<file path="src/rtl/match_ctrl.sv">
// match_ctrl -- pong match sequencer.
// Owns the game state machine (attract, serve, rally, point pause, game over),
// gates ball physics, requests ball re-centering and holds both scores and the
// winner. Time inside a state is counted in video frames (new_frame_i pulses).
//
// Optional feature macro: MATCH_CTRL_PAUSE_EN adds pause_i and the PAUSE state.
//
// Ports
//   clk_i, rst_i   clock, synchronous active-high reset
//   new_frame_i    one-cycle pulse per video frame
//   start_i        start key level (rising edge detected here)
//   point_l_i/_r_i one-cycle pulse: left / right player scored
//   pause_i        pause key level (only with MATCH_CTRL_PAUSE_EN)
//   ball_reset_o   one-cycle pulse on every SERVE entry
//   run_o          physics enable
//   serve_dir_o    0 = serve toward left, 1 = toward right
//   score_l_o/_r_o scores
//   winner_o       00 none, 01 left, 10 right
//   state_o        IDLE=0 SERVE=1 PLAY=2 POINT=3 OVER=4 PAUSE=5
module match_ctrl #(
  parameter int SCORE_W      = 4,
  parameter int WIN_SCORE    = 9,
  parameter int SERVE_FRAMES = 60,
  parameter int POINT_FRAMES = 90
) (
  input  logic               clk_i,
  input  logic               rst_i,
  input  logic               new_frame_i,
  input  logic               start_i,
  input  logic               point_l_i,
  input  logic               point_r_i,
`ifdef MATCH_CTRL_PAUSE_EN
  input  logic               pause_i,
`endif
  output logic               ball_reset_o,
  output logic               run_o,
  output logic               serve_dir_o,
  output logic [SCORE_W-1:0] score_l_o,
  output logic [SCORE_W-1:0] score_r_o,
  output logic [1:0]         winner_o,
  output logic [2:0]         state_o
);

  typedef enum logic [2:0] {
    IDLE  = 3'd0,
    SERVE = 3'd1,
    PLAY  = 3'd2,
    POINT = 3'd3,
    OVER  = 3'd4,
    PAUSE = 3'd5
  } state_t;

  localparam int FMAX   = (SERVE_FRAMES > POINT_FRAMES) ? SERVE_FRAMES : POINT_FRAMES;
  localparam int FCNT_W = (FMAX > 1) ? $clog2(FMAX) : 1;

  localparam logic [FCNT_W-1:0]  SERVE_LAST = FCNT_W'(SERVE_FRAMES - 1);
  localparam logic [FCNT_W-1:0]  POINT_LAST = FCNT_W'(POINT_FRAMES - 1);
  localparam logic [SCORE_W-1:0] WIN        = SCORE_W'(WIN_SCORE);

  state_t              state;
  logic [FCNT_W-1:0]   fcnt;
  logic                start_q;
  logic                start_edge;
  logic [SCORE_W-1:0]  inc_l, inc_r;

  assign start_edge = start_i & ~start_q;
  assign inc_l      = score_l_o + 1'b1;
  assign inc_r      = score_r_o + 1'b1;
  assign state_o    = state;

`ifdef MATCH_CTRL_PAUSE_EN
  state_t saved;
  logic   pause_q;
  logic   pause_edge;
  assign pause_edge = pause_i & ~pause_q;
`endif

  always_ff @(posedge clk_i) begin
    if (rst_i) begin
      state        <= IDLE;
      run_o        <= 1'b0;
      ball_reset_o <= 1'b0;
      serve_dir_o  <= 1'b0;
      score_l_o    <= '0;
      score_r_o    <= '0;
      winner_o     <= 2'b00;
      fcnt         <= '0;
      // Track the key during reset so a key held through reset is not
      // mistaken for a fresh press.
      start_q      <= start_i;
`ifdef MATCH_CTRL_PAUSE_EN
      pause_q      <= pause_i;
      saved        <= IDLE;
`endif
    end else begin
      start_q      <= start_i;
      ball_reset_o <= 1'b0;
`ifdef MATCH_CTRL_PAUSE_EN
      pause_q      <= pause_i;
`endif
      case (state)
        IDLE, OVER: begin
          run_o <= 1'b0;
          if (start_edge) begin
            score_l_o    <= '0;
            score_r_o    <= '0;
            winner_o     <= 2'b00;
            serve_dir_o  <= 1'b0;
            ball_reset_o <= 1'b1;
            fcnt         <= '0;
            state        <= SERVE;
          end
        end

        SERVE: begin
`ifdef MATCH_CTRL_PAUSE_EN
          // fcnt is left alone so the serve countdown resumes where it stopped.
          if (pause_edge) begin
            saved <= SERVE;
            state <= PAUSE;
            run_o <= 1'b0;
          end else
`endif
          if (new_frame_i) begin
            if (fcnt == SERVE_LAST) begin
              fcnt  <= '0;
              run_o <= 1'b1;
              state <= PLAY;
            end else begin
              fcnt <= fcnt + 1'b1;
            end
          end
        end

        PLAY: begin
`ifdef MATCH_CTRL_PAUSE_EN
          if (pause_edge) begin
            saved <= PLAY;
            state <= PAUSE;
            run_o <= 1'b0;
          end else
`endif
          // Left takes priority when both pulses coincide; right is dropped.
          if (point_l_i) begin
            score_l_o   <= inc_l;
            serve_dir_o <= 1'b1;
            run_o       <= 1'b0;
            fcnt        <= '0;
            if (inc_l == WIN) begin
              winner_o <= 2'b01;
              state    <= OVER;
            end else begin
              state <= POINT;
            end
          end else if (point_r_i) begin
            score_r_o   <= inc_r;
            serve_dir_o <= 1'b0;
            run_o       <= 1'b0;
            fcnt        <= '0;
            if (inc_r == WIN) begin
              winner_o <= 2'b10;
              state    <= OVER;
            end else begin
              state <= POINT;
            end
          end
        end

        POINT: begin
          run_o <= 1'b0;
          if (new_frame_i) begin
            if (fcnt == POINT_LAST) begin
              fcnt         <= '0;
              ball_reset_o <= 1'b1;
              state        <= SERVE;
            end else begin
              fcnt <= fcnt + 1'b1;
            end
          end
        end

`ifdef MATCH_CTRL_PAUSE_EN
        PAUSE: begin
          run_o <= 1'b0;
          if (pause_edge) begin
            state <= saved;
            run_o <= (saved == PLAY);
          end
        end
`endif

        default: begin
          run_o <= 1'b0;
          fcnt  <= '0;
          state <= IDLE;
        end
      endcase
    end
  end

endmodule

</file>
<file path="config.mk">
export PLATFORM = sky130hd
export DESIGN_NAME = match_ctrl
export DESIGN_NICKNAME = d
export VERILOG_FILES = /design/src/rtl/match_ctrl.sv
export SDC_FILE = /design/constraint.sdc
export NUM_CORES = 1
export LEC_CHECK = 0
export CORE_ASPECT_RATIO = 0.75
export CORE_MARGIN = 10
export CORE_UTILIZATION = 55
export CTS_BUF_LIST = sky130_fd_sc_hd__clkbuf_2
export CTS_CLUSTER_DIAMETER = 40
export DETAILED_ROUTE_END_ITERATION = 8
export PLACE_DENSITY = 0.82
export SYNTH_ARGS = -nofsm -noshare
export SYNTH_HDL_FRONTEND = slang
export SYNTH_SLANG_ARGS = --single-unit
</file>
<file path="constraint.sdc">
create_clock -name clk_i -period 2.26 [get_ports clk_i]
set_input_delay 0.452 -clock clk_i [delete_from_list [all_inputs] [get_ports clk_i]]
set_output_delay 0.452 -clock clk_i [all_outputs]
set_load 0.01 [all_outputs]
</file>
# Yosys cells after proc, flatten, opt, wreduce, memory -nomap -nowiden
# Index checks and enable logic that the tools add are counted.
# classes
n_addsub,3
multipliers,0
n_div,0
magnitude_cmp,0
n_eq_ne,19
n_shift,0
muxes,42
bitwise,2
reduce_logical,10
# ops
cell,count
$mux W7,7
$pmux W7 S4,1
$mux W3,9
$mux W4,4
$ne A2 B2 Y1 const B,8
$pmux W4 S2,2
$pmux W3 S4,1
$mux W2,5
$mux W1,9
$ne A3 B3 Y1 const B,3
$reduce_and A3 Y1,3
$add A4 B1 Y4 const B,2
$eq A4 B4 Y1 const B,2
$reduce_and A4 Y1,2
$add A7 B1 Y7 const B,1
$eq A7 B6 Y1 const B,1
$eq A7 B7 Y1 const B,1
$eq A3 B2 Y1 const B,2
$pmux W1 S2,3
$reduce_and A6 Y1,1
$reduce_and A5 Y1,1
$pmux W2 S2,1
$eq A3 B1 Y1 const B,1
$eq A3 B3 Y1 const B,1
5 further kinds,5
# word_totals
reg_bits,24
latch_bits,0
ramBits,0
mem_bits_ro,0
input_bits,6
output_inout_bits,16
wordCells,85
memories,0

# Logic depth before layout (Yosys ltp)
# Gate-level depths: netlist of the first run.
# depth
word_depth,6
mapped_depth,8
mapped_depth_nobuf,7

# Worst setup path after synthesis of the first run
# Ideal clock, no wire load.
# synth_timing
path_type,register -> register
start,reg state[0] (netlist: state_o[0])
end,reg state[0] (netlist: state_o[0])
setup_time_ns,0.086
t_arrival_ns,1.752
required_ns,2.174
path_slack_ns,0.422
stages_incl_launch_ff,9
n_path_buf,3
period_less_slack_ns,1.838
path_cell_list,dfxtp_1 -> buf_6 -> or3b_1 -> buf_2 -> or3_1 -> buf_6 -> nand3_4 -> nor2_1 -> a221oi_2
# synth_between
elab_chain_len,4
elab_cells_between_ends,14
classes_between,eq/ne: 10; mux: 1; reduce/logical: 3
# synth_rtl
item,line,rtl
start: declaration,60,state_t state;
start signal: assignment,80,state <= IDLE;
start signal: assignment,111,state <= SERVE;
start signal: assignment,128,state <= PLAY;
$eq A3 B3 Y1 / $logic_not A3 Y1 (equally long branches),101,case (state)
$reduce_or A2 Y1,101,
$ne A2 B2 Y1 (no line),n/a,
$reduce_and A6 Y1 (no line),n/a,
# Several ways; a longest one is shown, not always the timed one.
# A chain may end at the register's enable or synchronous reset.

# Worst setup path after layout of the first run
# layout_timing
start,reg state[2] (netlist: state_o[2])
end,reg state[0] (netlist: state_o[0])
# Same word-level chain as after synthesis.

==> reports/results.tsv, run 1 <==
stage	metric	value	unit
run_status	status	finished clean	
placement	place_ws	-0.08572	ns
cts	clkSinkCount	24	
final_layout	fin_util	71.11	%
timing	fmax	510.5	MHz
cts	ctsRootBufferMaster	clkbuf_2	
setup_path	cp_data_required_time	2.55	ns
setup_path	worstPathArrival	2.25	ns
drt	post_drt_wl_per_cell	14.67	um
drt	drc	0	
setup_path	critPathSlowestCell	or3b_1	
setup_path	cp_num_buf_inv	1	
setup_path	slowest_delay	0.53	ns
timing	setup-violations-final	0	
final_layout	multi_input_comb_area	788.3	um2
final_layout	antenna_cells	0	
timing	skew	0.01060	ns
timing	fin_ws	0.3012	ns
setup_path	crit_path_start	state_o[2]	
setup_path	setup.worst_path.end	state_o[0]	
cts	postCtsSetupBuffers	0	
drt	num_vias	1249	
placement	globalplace.congestion	0.8190	
pwr	p_leak	0.0005790	uW
synthesis	syn-cell-area	0.001343	mm2
timing	final_hold_viol_count	0	
synthesis	yosysWarningCount	0	
cts	clock_latency	0.36	ns
cts	path_clk_slew	0.22	ns
drt	dr.first_iter.drc_count	134	
setup_path	reg2reg_to	state_o[0]	
setup_path	path_delay_family	simple AND/OR/NAND/NOR gates	
timing	fin_crit_sh	86.67	%
floorplan	fp-row-count	15	
cts	htree_levels	1	
setup_path	worstPathMaxFanout	9	
synthesis	syn_area_per_cell	8.391	um2
floorplan	pin_count	22	
global_routing	antenna_found_initial	0	
drt	drt-total-wl	3243	um
cts	cts_buffer_depth	2	
synthesis	syn-num-nets	172	
setup_path	r2r_slack	0.30	ns
cts	numCtsBuffers	3	
placement	portBuffers	21	
synthesis	synth.yosys.seq_area_share	35.79	%
final_layout	final_cell_mix	24 x dfxtp_1, 21 x clkdlybuf4s50_1, 17 x nor2_1, 12 x nand2_1	
synthesis	synth-seq-cells	24	
floorplan	start_util	58.16	%
final_layout	layout_commonest_cell	dfxtp_1	
cts	cts_tree	yes	
final_layout	layout.nets	200	
floorplan	die_h	62.79	um
final_layout	seq_area	480.5	um2
pwr	vdd_drop_max	0.2944	mV
setup_path	cp_cell_sequence	or3b_1 -> or3_1 -> nand3_4 -> buf_4 -> nor2_1 -> a221oi_2	
cts	cts_resized	0	
setup_path	end_kind	register	
setup_path	start_kind	register	
worst_hold_path	hp-class	register to register	
timing	worstMarginPinSlew	0.6501	ns
placement	post-dp-hpwl	2509	um
final_layout	syn_to_final_growth	22.27	%
synthesis	yosysUniqueCellTypes	40	
global_routing	grt_pass1_wl	5789	um
global_routing	grt-ovfl-total	0	
floorplan	coreArea	0.002308	mm2
setup_path	worstSetupPathDepth	6	
worst_hold_path	min_from	serve_dir_o	
setup_path	worst-setup-path-type	register to register	
global_routing	grt_max_degree	14	
final_layout	layout-drive-gt1-share	10.16	%
timing	rsz0062_at_grt	false	
timing	period_minus_slack	1.959	ns
synthesis	postSynth.asyncResetShare	0	%
drt	first_pass_iters	4	
drt	viasPerCell	5.652	
setup_path	worstRegToRegCells	6	
drt	antenna_left	0	
timing	slew_headroom	56.50	%
global_routing	grt_usage	14.02	%
setup_path	r2r-start	state_o[2]	
cts	cts_hold_buffers	0	
synthesis	synth_cells	160	
timing	drv_slew	0	
synthesis	synthFlopType	dfxtp_1	
pwr	p_per_area	473.7	mW/mm2
job	drv_cap	0	
floorplan	die_w	77.05	um
final_layout	nFillCells	194	
global_routing	grt_pass1_vias	1235	
floorplan	die-area	0.004838	mm2
synthesis	synth-edff-count	0	
==> where the power goes <==
part	internal (uW)	switching [uW]	total, uW	leakage [uW]
combinational	74.1	86.7	161	0.000371
clock	38.4	136	174	0.0000140
sequential	435	7.53	443	0.000194
==> worst register-to-register path, delay by kind of cell (launching register included) <==
family	cells	cell delay, ns
DFF	1	0.42
and+or+nand+nor	4	1.10
AOI/OAI and AO/OA	1	0.22
buffers and inverters	1	0.15
==> worst min-delay path by stage <==
stage,cells after the start,slack (ns),end
after floorplan,2,0.46,fcnt[1]
after global placement,2,0.46,serve_dir_o
after detailed placement,2,0.46,serve_dir_o
after CTS,2,0.49,serve_dir_o
after global routing,1,0.52,start_q
final,2,0.48,serve_dir_o
==> through the flow <==
step / area [um2] / total power (uW) / setup TNS, ns / hold WS, ns / cells
2_1_floorplan: 1343 / 548.1 / 0 / 0.4573 / 160
3_3_place_gp: 1623 / 604.8 / 0 / 0.4598 / 217
3_5_place_dp: 1623 / 609.9 / -0.1026 / 0.4600 / 217
4_1_cts: 1642 / 779.5 / 0 / 0.4861 / 221
5_1_grt: 1642 / 815.9 / 0 / 0.5234 / 221
6_report: 1642 / 777.5 / 0 / 0.4827 / 221
==> flip-flops by register name (all words and copies together) (netlist names) <==
| name | count |
|---|---|
| ball_reset_o | 1 |
| fcnt | 7 |
| run_o | 1 |
| score_l_o | 4 |
| score_r_o | 4 |
| serve_dir_o | 1 |
| start_q | 1 |
| state_o | 3 |
| winner_o | 2 |
==> layer usage <==
layer	GRT usage (%)	up-vias	part of all wire (%)
met4	2.727	0	1.5
met5	0	-	0
met1	18.42	575	47
li1	-	625	-
met3	5.747	8	7.6
met2	21.01	41	44
==> cells in the mapped netlist (3+ instances only) <==
library cell,instances,area (um2)
nor2b_1,5,31.28
inv_1,7,26.28
a21oi_1,10,50.05
nand4_1,6,37.54
or3_1,7,43.79
a311oi_1,4,35.03
nand2b_1,5,31.28
nor2_1,17,63.81
nand2_1,12,45.04
clkbuf_1,4,15.01
xor2_1,8,70.07
and3_1,3,18.77
ha_1,6,75.07
dfxtp_1,24,480.5
nand3_1,8,40.04
==> cells by family (layout without fill, tap and decap cells) <==
kind of cell | count (synthesis) | after routing | synth area share (%)
and+or+nand+nor | 73 | 73 | 29.45
xor gates and xnor gates | 9 | 9 | 5.872
buffers and inverters | 15 | 42 | 5.499
adders and majority gates | 6 | 6 | 5.592
AOI/OAI and AO/OA | 33 | 33 | 17.80
DFF | 24 | 24 | 35.79
==> layout make-up <==
type,count,area share (%)
Multi-Input combinational cell,121,48.02
Sequential cell,24,29.27
Timing Repair Buffer,31,17.38
Tap cell,34,2.591
Inverter,7,1.601
Clock buffer,3,0.9146
Clock inverter,1,0.2287
(Power assumes the default switching activity.)
==> run 2: changes to the inputs <==
--- a/config.mk
+++ b/config.mk
@@ -12,6 +12,7 @@
 export CTS_CLUSTER_DIAMETER = 40
 export DETAILED_ROUTE_END_ITERATION = 8
 export PLACE_DENSITY = 0.82
+export SETUP_SLACK_MARGIN = 0.05
 export SYNTH_ARGS = -nofsm -noshare
 export SYNTH_HDL_FRONTEND = slang
 export SYNTH_SLANG_ARGS = --single-unit
==> results of run 2 <==
Final layout, timing and power as in run 1 (identical DEF).
